### src/rtl/smg_decoder_module.sv
// -----------------------------------------------------------------------------
// smg_decoder_module
// Receive-side monitor for a time-multiplexed, active-low, 2-digit
// seven-segment bus. It recovers the tens and ones BCD digits, filters each
// digit for stability before committing it, flags illegal patterns and select
// conflicts, and detects a digit that has stopped being scanned.
//
// Ports
//   CLK          in   system clock, rising edge
//   RSTn         in   asynchronous active-low reset
//   SMG_Data     in   [7:0] segment byte, active-low; bit7 = DP (ignored)
//   Scan_Sig     in   [1:0] active-low digit select (bit1 tens, bit0 ones)
//   Ten_Data     out  [3:0] committed tens digit
//   One_Data     out  [3:0] committed ones digit
//   Data_Valid   out  both digits committed since reset / last scan loss
//   Err_Invalid  out  one-cycle pulse after an illegal pattern or conflict
//   Scan_Lost    out  a digit has not been sampled for TIMEOUT cycles
// -----------------------------------------------------------------------------
module smg_decoder_module #(
    parameter int unsigned STABLE_CNT = 4,
    parameter int unsigned TIMEOUT    = 50000
) (
    input  logic       CLK,
    input  logic       RSTn,
    input  logic [7:0] SMG_Data,
    input  logic [1:0] Scan_Sig,
    output logic [3:0] Ten_Data,
    output logic [3:0] One_Data,
    output logic       Data_Valid,
    output logic       Err_Invalid,
    output logic       Scan_Lost
);

    localparam int unsigned TW = $clog2(TIMEOUT + 1);
    localparam logic [3:0]    STABLE_L  = 4'(STABLE_CNT);
    localparam logic [TW-1:0] TIMEOUT_L = TW'(TIMEOUT);

    // Index 1 = tens digit, index 0 = ones digit (matches Scan_Sig bit order).
    logic [1:0][3:0]    cand_q, cand_d;
    logic [1:0][3:0]    cnt_q,  cnt_d;
    logic [1:0][3:0]    out_q,  out_d;
    logic [1:0][TW-1:0] tmr_q,  tmr_d;
    logic [1:0]         cmt_q,  cmt_d;
    logic [1:0]         lost_q, lost_d;
    logic               dv_q,   dv_d;
    logic               err_q,  err_d;
    logic               scan_lost_q, scan_lost_d;

    logic [4:0] dec_s;
    logic       legal_s;
    logic [3:0] val_s;
    logic       conflict_s;
    logic [1:0] smp_s;

    // Map a segment byte to {legal, digit}; the DP bit is a don't-care.
    function automatic logic [4:0] seg_decode(input logic [7:0] seg);
        logic [4:0] r;
        casez (seg)
            8'b?100_0000: r = 5'h10;
            8'b?111_1001: r = 5'h11;
            8'b?010_0100: r = 5'h12;
            8'b?011_0000: r = 5'h13;
            8'b?001_1001: r = 5'h14;
            8'b?001_0010: r = 5'h15;
            8'b?000_0010: r = 5'h16;
            8'b?111_1000: r = 5'h17;
            8'b?000_0000: r = 5'h18;
            8'b?001_0000: r = 5'h19;
            default:      r = 5'h00;
        endcase
        return r;
    endfunction

    // Sample classification and per-digit filter / timer next-state logic.
    always_comb begin
        dec_s      = seg_decode(SMG_Data);
        legal_s    = dec_s[4];
        val_s      = dec_s[3:0];
        conflict_s = (Scan_Sig == 2'b00);
        smp_s[1]   = (Scan_Sig == 2'b01);
        smp_s[0]   = (Scan_Sig == 2'b10);
        err_d      = conflict_s | ((smp_s[1] | smp_s[0]) & ~legal_s);

        cand_d = cand_q;
        cnt_d  = cnt_q;
        out_d  = out_q;
        tmr_d  = tmr_q;
        cmt_d  = cmt_q;
        lost_d = lost_q;

        for (int d = 0; d < 2; d++) begin
            if (smp_s[d]) begin
                // Any sample of this digit, legal or not, proves it is scanned.
                tmr_d[d]  = {TW{1'b0}};
                lost_d[d] = 1'b0;
                if (legal_s) begin
                    if ((cnt_q[d] != 4'd0) && (val_s == cand_q[d])) begin
                        if (cnt_q[d] < STABLE_L) begin
                            cnt_d[d] = cnt_q[d] + 4'd1;
                        end else begin
                            cnt_d[d] = cnt_q[d];
                        end
                    end else begin
                        cand_d[d] = val_s;
                        cnt_d[d]  = 4'd1;
                    end
                    // Re-commit while saturated is harmless: the value is unchanged.
                    if (cnt_d[d] == STABLE_L) begin
                        out_d[d] = cand_d[d];
                        cmt_d[d] = 1'b1;
                    end else begin
                        out_d[d] = out_q[d];
                    end
                end else begin
                    cnt_d[d] = 4'd0;
                end
            end else if (conflict_s) begin
                // Conflicting selects freeze everything, timers included.
                tmr_d[d] = tmr_q[d];
            end else begin
                if (tmr_q[d] < TIMEOUT_L) begin
                    tmr_d[d] = tmr_q[d] + TW'(1);
                end else begin
                    tmr_d[d] = tmr_q[d];
                end
                // Fires once, on the edge the timer reaches TIMEOUT; outputs hold.
                if (tmr_q[d] == (TIMEOUT_L - TW'(1))) begin
                    lost_d[d] = 1'b1;
                    cmt_d[d]  = 1'b0;
                    cnt_d[d]  = 4'd0;
                    cand_d[d] = 4'd0;
                end else begin
                    lost_d[d] = lost_q[d];
                end
            end
        end

        // Uses the registered commit flags so Data_Valid trails the later
        // commit by one cycle, but drops on the very edge a loss is declared.
        dv_d        = cmt_q[1] & cmt_q[0] & ~lost_d[1] & ~lost_d[0];
        scan_lost_d = lost_d[1] | lost_d[0];
    end

    // State and output registers.
    always_ff @(posedge CLK or negedge RSTn) begin
        if (!RSTn) begin
            cand_q      <= '0;
            cnt_q       <= '0;
            out_q       <= '0;
            tmr_q       <= '0;
            cmt_q       <= 2'b00;
            lost_q      <= 2'b00;
            dv_q        <= 1'b0;
            err_q       <= 1'b0;
            scan_lost_q <= 1'b0;
        end else begin
            cand_q      <= cand_d;
            cnt_q       <= cnt_d;
            out_q       <= out_d;
            tmr_q       <= tmr_d;
            cmt_q       <= cmt_d;
            lost_q      <= lost_d;
            dv_q        <= dv_d;
            err_q       <= err_d;
            scan_lost_q <= scan_lost_d;
        end
    end

    assign Ten_Data    = out_q[1];
    assign One_Data    = out_q[0];
    assign Data_Valid  = dv_q;
    assign Err_Invalid = err_q;
    assign Scan_Lost   = scan_lost_q;

endmodule

### config.mk
export PLATFORM = sky130hd
export DESIGN_NAME = smg_decoder_module
export DESIGN_NICKNAME = d
export VERILOG_FILES = /design/src/rtl/smg_decoder_module.sv
export SDC_FILE = /design/constraint.sdc
export NUM_CORES = 1
export LEC_CHECK = 0
export CAP_MARGIN = 20
export CORE_MARGIN = 2
export CORE_UTILIZATION = 55
export DETAILED_ROUTE_END_ITERATION = 8
export PLACE_DENSITY = 0.75
export SLEW_MARGIN = 20
export SYNTH_ARGS = -nofsm -noshare
export SYNTH_HDL_FRONTEND = slang
export SYNTH_SLANG_ARGS = --single-unit
### constraint.sdc
create_clock -name CLK -period 2.8 [get_ports CLK]
set_input_delay 0.28 -clock CLK [delete_from_list [all_inputs] [get_ports CLK]]
set_output_delay 0.28 -clock CLK [all_outputs]
set_load 0.02 [all_outputs]
==> Word level (Yosys, flattened, before mapping) <==
Cells that the tools add are included.
{ "totals": {"regBits": 63, "latchBits": 0, "ramBits": 0, "romBits": 0, "input_bits": 12, "out_inout_bits": 11, "word_cells": 120, "memories": 0} }
{ "op_classes": {"add_sub_neg": 4, "n_mul": 0, "div_mod_pow": 0, "magnitude_cmp": 4, "n_eq_ne": 23, "shift": 0, "muxes": 45, "n_bitwise": 10, "n_reduce_logical": 20} }
{ "ops": {"columns": ["cell", "n"], "rows": [
  ["two-way mux 16 bit", 6],
  ["two-way mux 4 bit", 22],
  ["case mux 5 bit (10 select lines)", 1],
  ["adder 16 x 1 -> 16 bit, second input constant", 2],
  ["== test 16 bit, second input constant", 2],
  ["less-than comparator 16 bit, second input constant", 2],
  ["== test 7 x 5 -> 1 bit, second input constant", 3],
  ["== test 7 bit, second input constant", 3],
  ["two-way mux 1 bit", 16],
  ["== test 7 x 6 -> 1 bit, second input constant", 2],
  ["AND reduction 3 bit", 4],
  ["adder 4 x 1 -> 4 bit, second input constant", 2],
  ["== test 4 x 3 -> 1 bit, second input constant", 2],
  ["== test 4 bit", 2],
  ["less-than comparator 4 x 3 -> 1 bit, second input constant", 2],
  ["!= test 2 x 1 -> 1 bit, second input constant", 4],
  ["AND reduction 2 bit", 4],
  ["AND reduction 4 bit", 2],
  ["nonzero test 2 bit", 4],
  ["nonzero test 4 bit", 2],
  ["== test 7 x 2 -> 1 bit, second input constant", 1],
  ["logical NOT 7 bit", 1],
  ["AND 1 bit", 4],
  ["!= test 2 bit, second input constant", 2],
  ["6 further kinds", 11]
]} }

==> Logic depth before layout (Yosys ltp) <==
{ "depth": {"ltp_word": 11, "depth_mapped": 9} }

==> Worst setup path after synthesis <==
OpenSTA, ideal clock, no wires.
{ "synth_path": {"path_type": "input to register", "startpoint": "input port SMG_Data[2]", "endpoint": "register out_q (netlist bit Ten_Data[0])", "setup_ns": 0.125, "arrival_ns": 2.199, "path_slack_ns": 0.475, "cell_stages": 7, "n_path_buf": 1, "cell_sequence": "or4_4 or3_4 xnor2_4 nor4_4 and3_1 buf_6 mux2_4"} }
{ "synth_via": {"elab_chain_len": 9, "elab_cells_between_ends": 19, "classes_between": "11 x eq/ne; 5 x mux; 3 x reduce/logical"} }
{ "synth_rtl": {"columns": ["element", "line", "rtl"], "rows": [
  ["from (decl)", "25", "input logic [7:0] SMG_Data,"],
  ["== test 7 x 5 -> 1 bit (tied with other cells)", "58", "casez (seg)"],
  ["case mux 5 bit (10 select lines) *", "58", null],
  ["== test 4 bit", "97", "if ((cnt_q[d] != 4'd0) && (val_s == cand_q[d])) begin"],
  ["logical AND 1 bit", "97", null],
  ["two-way mux 4 bit", "97", null],
  ["two-way mux 4 bit", "96", "if (legal_s) begin"],
  ["two-way mux 4 bit", "92", "if (smp_s[d]) begin"],
  ["== test 4 x 3 -> 1 bit", "108", "if (cnt_d[d] == STABLE_L) begin"],
  ["AND reduction 3 bit (no source line)", null, null],
  ["to (signal assigned)", "159", "out_q <= out_d;"],
  ["to (decl)", "41", "logic [1:0][3:0] out_q, out_d;"]
]} }
Mark *: on every way between the ends. The rest lies on a longest branch, timed or not. The select of a mux whose other input is x is not followed.
A chain may end at the register's enable or synchronous reset.

==> Worst setup path after layout <==
Same ends and word-level chain as after synthesis.

==> results.cfg <==
[clock_tree]
cts_buffers = 9
clock-sinks = 63
root_buffer = clkbuf_8
cts.htree.levels = 3
postCtsSetupBuffers = 0
clock_latency_ns = 0.35
path_clk_slew_ns = 0.07
cts_tree = yes
clk_path_buf_depth = 2

[floorplanning]
core_um2 = 6681
io_pins = 23
die-area_um2 = 7497
die_w_um = 86.59
num_rows = 30
start_util = 0.5614
die_height_um = 86.59

[worst_setup_path]
crit_chain = clkdlybuf4s50_1 -> or4_4 -> or3_4 -> xnor2_4 -> nor4_4 -> and3_1 -> mux2_4
critPathLaunchType = input pin
r2r_setup_slack_ns = 0.51
r2r-start = tmr_q[13]
slowest_delay_ns = 0.55
critPathMaxFanout = 5
reg2reg_to = cand_q[2]
worstPathRequired_ns = 3.03
worstPathArrival_ns = 2.75
end_kind = register
critPathTopFamily = simple AND/OR/NAND/NOR gates
critPathBufInv = 1
reg2regPathDepth = 5
setup.worst_path.class = in2reg
slowest_stage = or4_4

[drt]
drt_iter0_drc = 222
drtAntennaViolNets = 0
drt_wl_total_um = 7842
detail_route.wl_per_cell_um = 14.99
viasPerCell = 5.843
drcViolationCount = 0
drtPass1Iterations = 5
dr_total_vias = 3056

[global_route]
grt_start_max_net_pins = 23
antenna_found_initial = 0
grt_pass1_wl_um = 13340
grt_usage = 0.2266
overflow = 0
grt_pass1_vias = 2920

[synth]
async_flop_share = 1.000
synth-edff-count = 0
synth_top_area_frac = 0.4203
ys_seq_elements = 63
synthCells = 397
synth_area_leaders = dfrtp_1 42%, nand2_1 3.9%, xnor2_1 3.7%
synth.distinct_cells = 65
yosysSeqAreaShare = 0.4203
synthesis.nets = 418
synth_area_leader_cell = dfrtp_1
synth_area_um2 = 3751
ys.warnings.count = 0
avgSynthCellArea_um2 = 9.449
ys.flop_type = dfrtp_1

[final_layout]
multi_input_area_um2 = 2011
fillers = 542
instances_no_fill = 523
final_area_um2 = 4344
nNetsFinal = 460
diodes = 0
seqCellArea_um2 = 1577
synthToLayoutAreaGrowth_pct = 15.81
drive_above_1_share = 0.1558

[place]
io_buffers = 21
dp_hpwl_um = 5718
dp_cells = 507
globalplace.congestion = 0.8177
post-place-ws_ns = -0.07181
placed_area_um2 = 4170

[pwr]
power_density_nw_per_um2 = 488.8
power.leakage_nw = 1.903
ir_drop_uv = 377.7

[timing]
hold_violations = 0
layout_setup_ws_ns = 0.2767
rsz0062_at_grt = false
worst_pin_slew_ns = 0.5795
finalMaxSlewViolations = 0
min_period_ns = 2.523
setup_viol = 0
slew_headroom = 0.6082
max_freq_mhz = 396.3
clock_skew_ns = 0.01140
final_min_period_over_clock_period = 0.9012

[min_path]
holdCritPathClass = in2async

[run_status]
outcome = finished clean

[job]
cap_violations = 0
synth_stat cells, drive strengths merged, types with 5 or more instances:
master  instances
dfrtp          63
nand2          39
buf             5
a21o            5
or3             5
nor3           12
clkbuf         13
mux2            9
a21oi          23
nor4           22
nor2           25
xnor2          17
ha              9
a22o            7
or2             5
nand3          15
o21ai          22
o22ai           5
inv            20
and3           12
flip-flops by register name, summed over array words and instances (netlist names):
name,count
Ten_Data,4
cnt_q,8
cmt_q,2
cand_q,8
Data_Valid,1
Scan_Lost,1
tmr_q,32
One_Data,4
Err_Invalid,1
lost_q,2
logic make-up after synthesis:
group	after synthesis	share of synthesized area
buffers and inverters	38	0.04370
adder cells (fa/ha/maj)	9	0.03002
multiplexers	13	0.04570
XOR/XNOR	17	0.04470
AND/OR/NAND/NOR	167	0.2498
flip-flops	63	0.4203
AO/OA/AOI/OAI	90	0.1658
routing by layer:
metal,GRT usage,wire [um]
met1,0.3104,3702
met4,0.08239,116
met5,0,0
met3,0.04857,266
met2,0.3566,3757
cell type report:
cell class / instances / area share
clock buffers: 11 / 0.03255
clock inverters: 4 / 0.005184
inverters: 20 / 0.01728
multi-input cells: 296 / 0.4628
flip-flops and latches: 63 / 0.3629
well taps: 80 / 0.02304
repair buffers: 49 / 0.09620
report_power, final:
part	internal, mW	total [mW]	switching, mW
Sequential	0.996	1.12	0.121
Combinational	0.152	0.323	0.171
Clock	0.336	0.684	0.349
how the worst max path moves through the flow:
stage               slack (ns)     endpoint        start  cells after the start
detailed placement       -0.07  Ten_Data[2]  SMG_Data[2]                      7
global placement         -0.03  Ten_Data[3]  SMG_Data[2]                      7
floorplan                 0.48  Ten_Data[0]  SMG_Data[2]                      7
finish                    0.28  Ten_Data[0]  SMG_Data[2]                      7
CTS                       0.29  Ten_Data[0]  SMG_Data[2]                      7
global route              0.22  Ten_Data[0]  SMG_Data[2]                      7
what timing repair did:
item / CTS / global route
resized for setup: 0 / 0
hold endpoints to repair: 19 / 0
hold buffers: 1 / 0
layout by cell type, fill, tap and decap left out, drive strengths merged, types with 2 or more instances in the layout:
cell / n
a211oi: 3
a21boi: 3
a21o: 5
a21oi: 23
a22o: 7
a32o: 3
and2: 2
and3: 12
and3b: 2
and4: 3
buf: 28
clkbuf: 11
clkdlybuf4s50: 20
clkinv: 3
dfrtp: 63
ha: 9
inv: 20
mux2: 9
mux2i: 4
nand2: 39
nand2b: 3
nand3: 15
nand3b: 3
nand4: 4
nor2: 25
nor3: 12
nor3b: 4
nor4: 22
nor4b: 4
o2111a: 3
o21a: 2
o21ai: 22
o22ai: 5
o2bb2ai: 4
or2: 5
or3: 5
or4: 3
xnor2: 17
metrics by stage:
step	utilization	total power, mW	hold WS (ns)	setup TNS, ns
after global routing	0.6502	2.238	0.4756	0
after CTS	0.6502	2.136	0.4259	0
after floorplan	-	1.330	-0.01559	0
after global placement	0.6242	1.437	0.2644	-0.1275
final	0.6502	2.123	0.4137	0
after detailed placement	0.6242	1.455	0.2667	-0.2811
No activity file was read; power rests on OpenSTA's default activity.
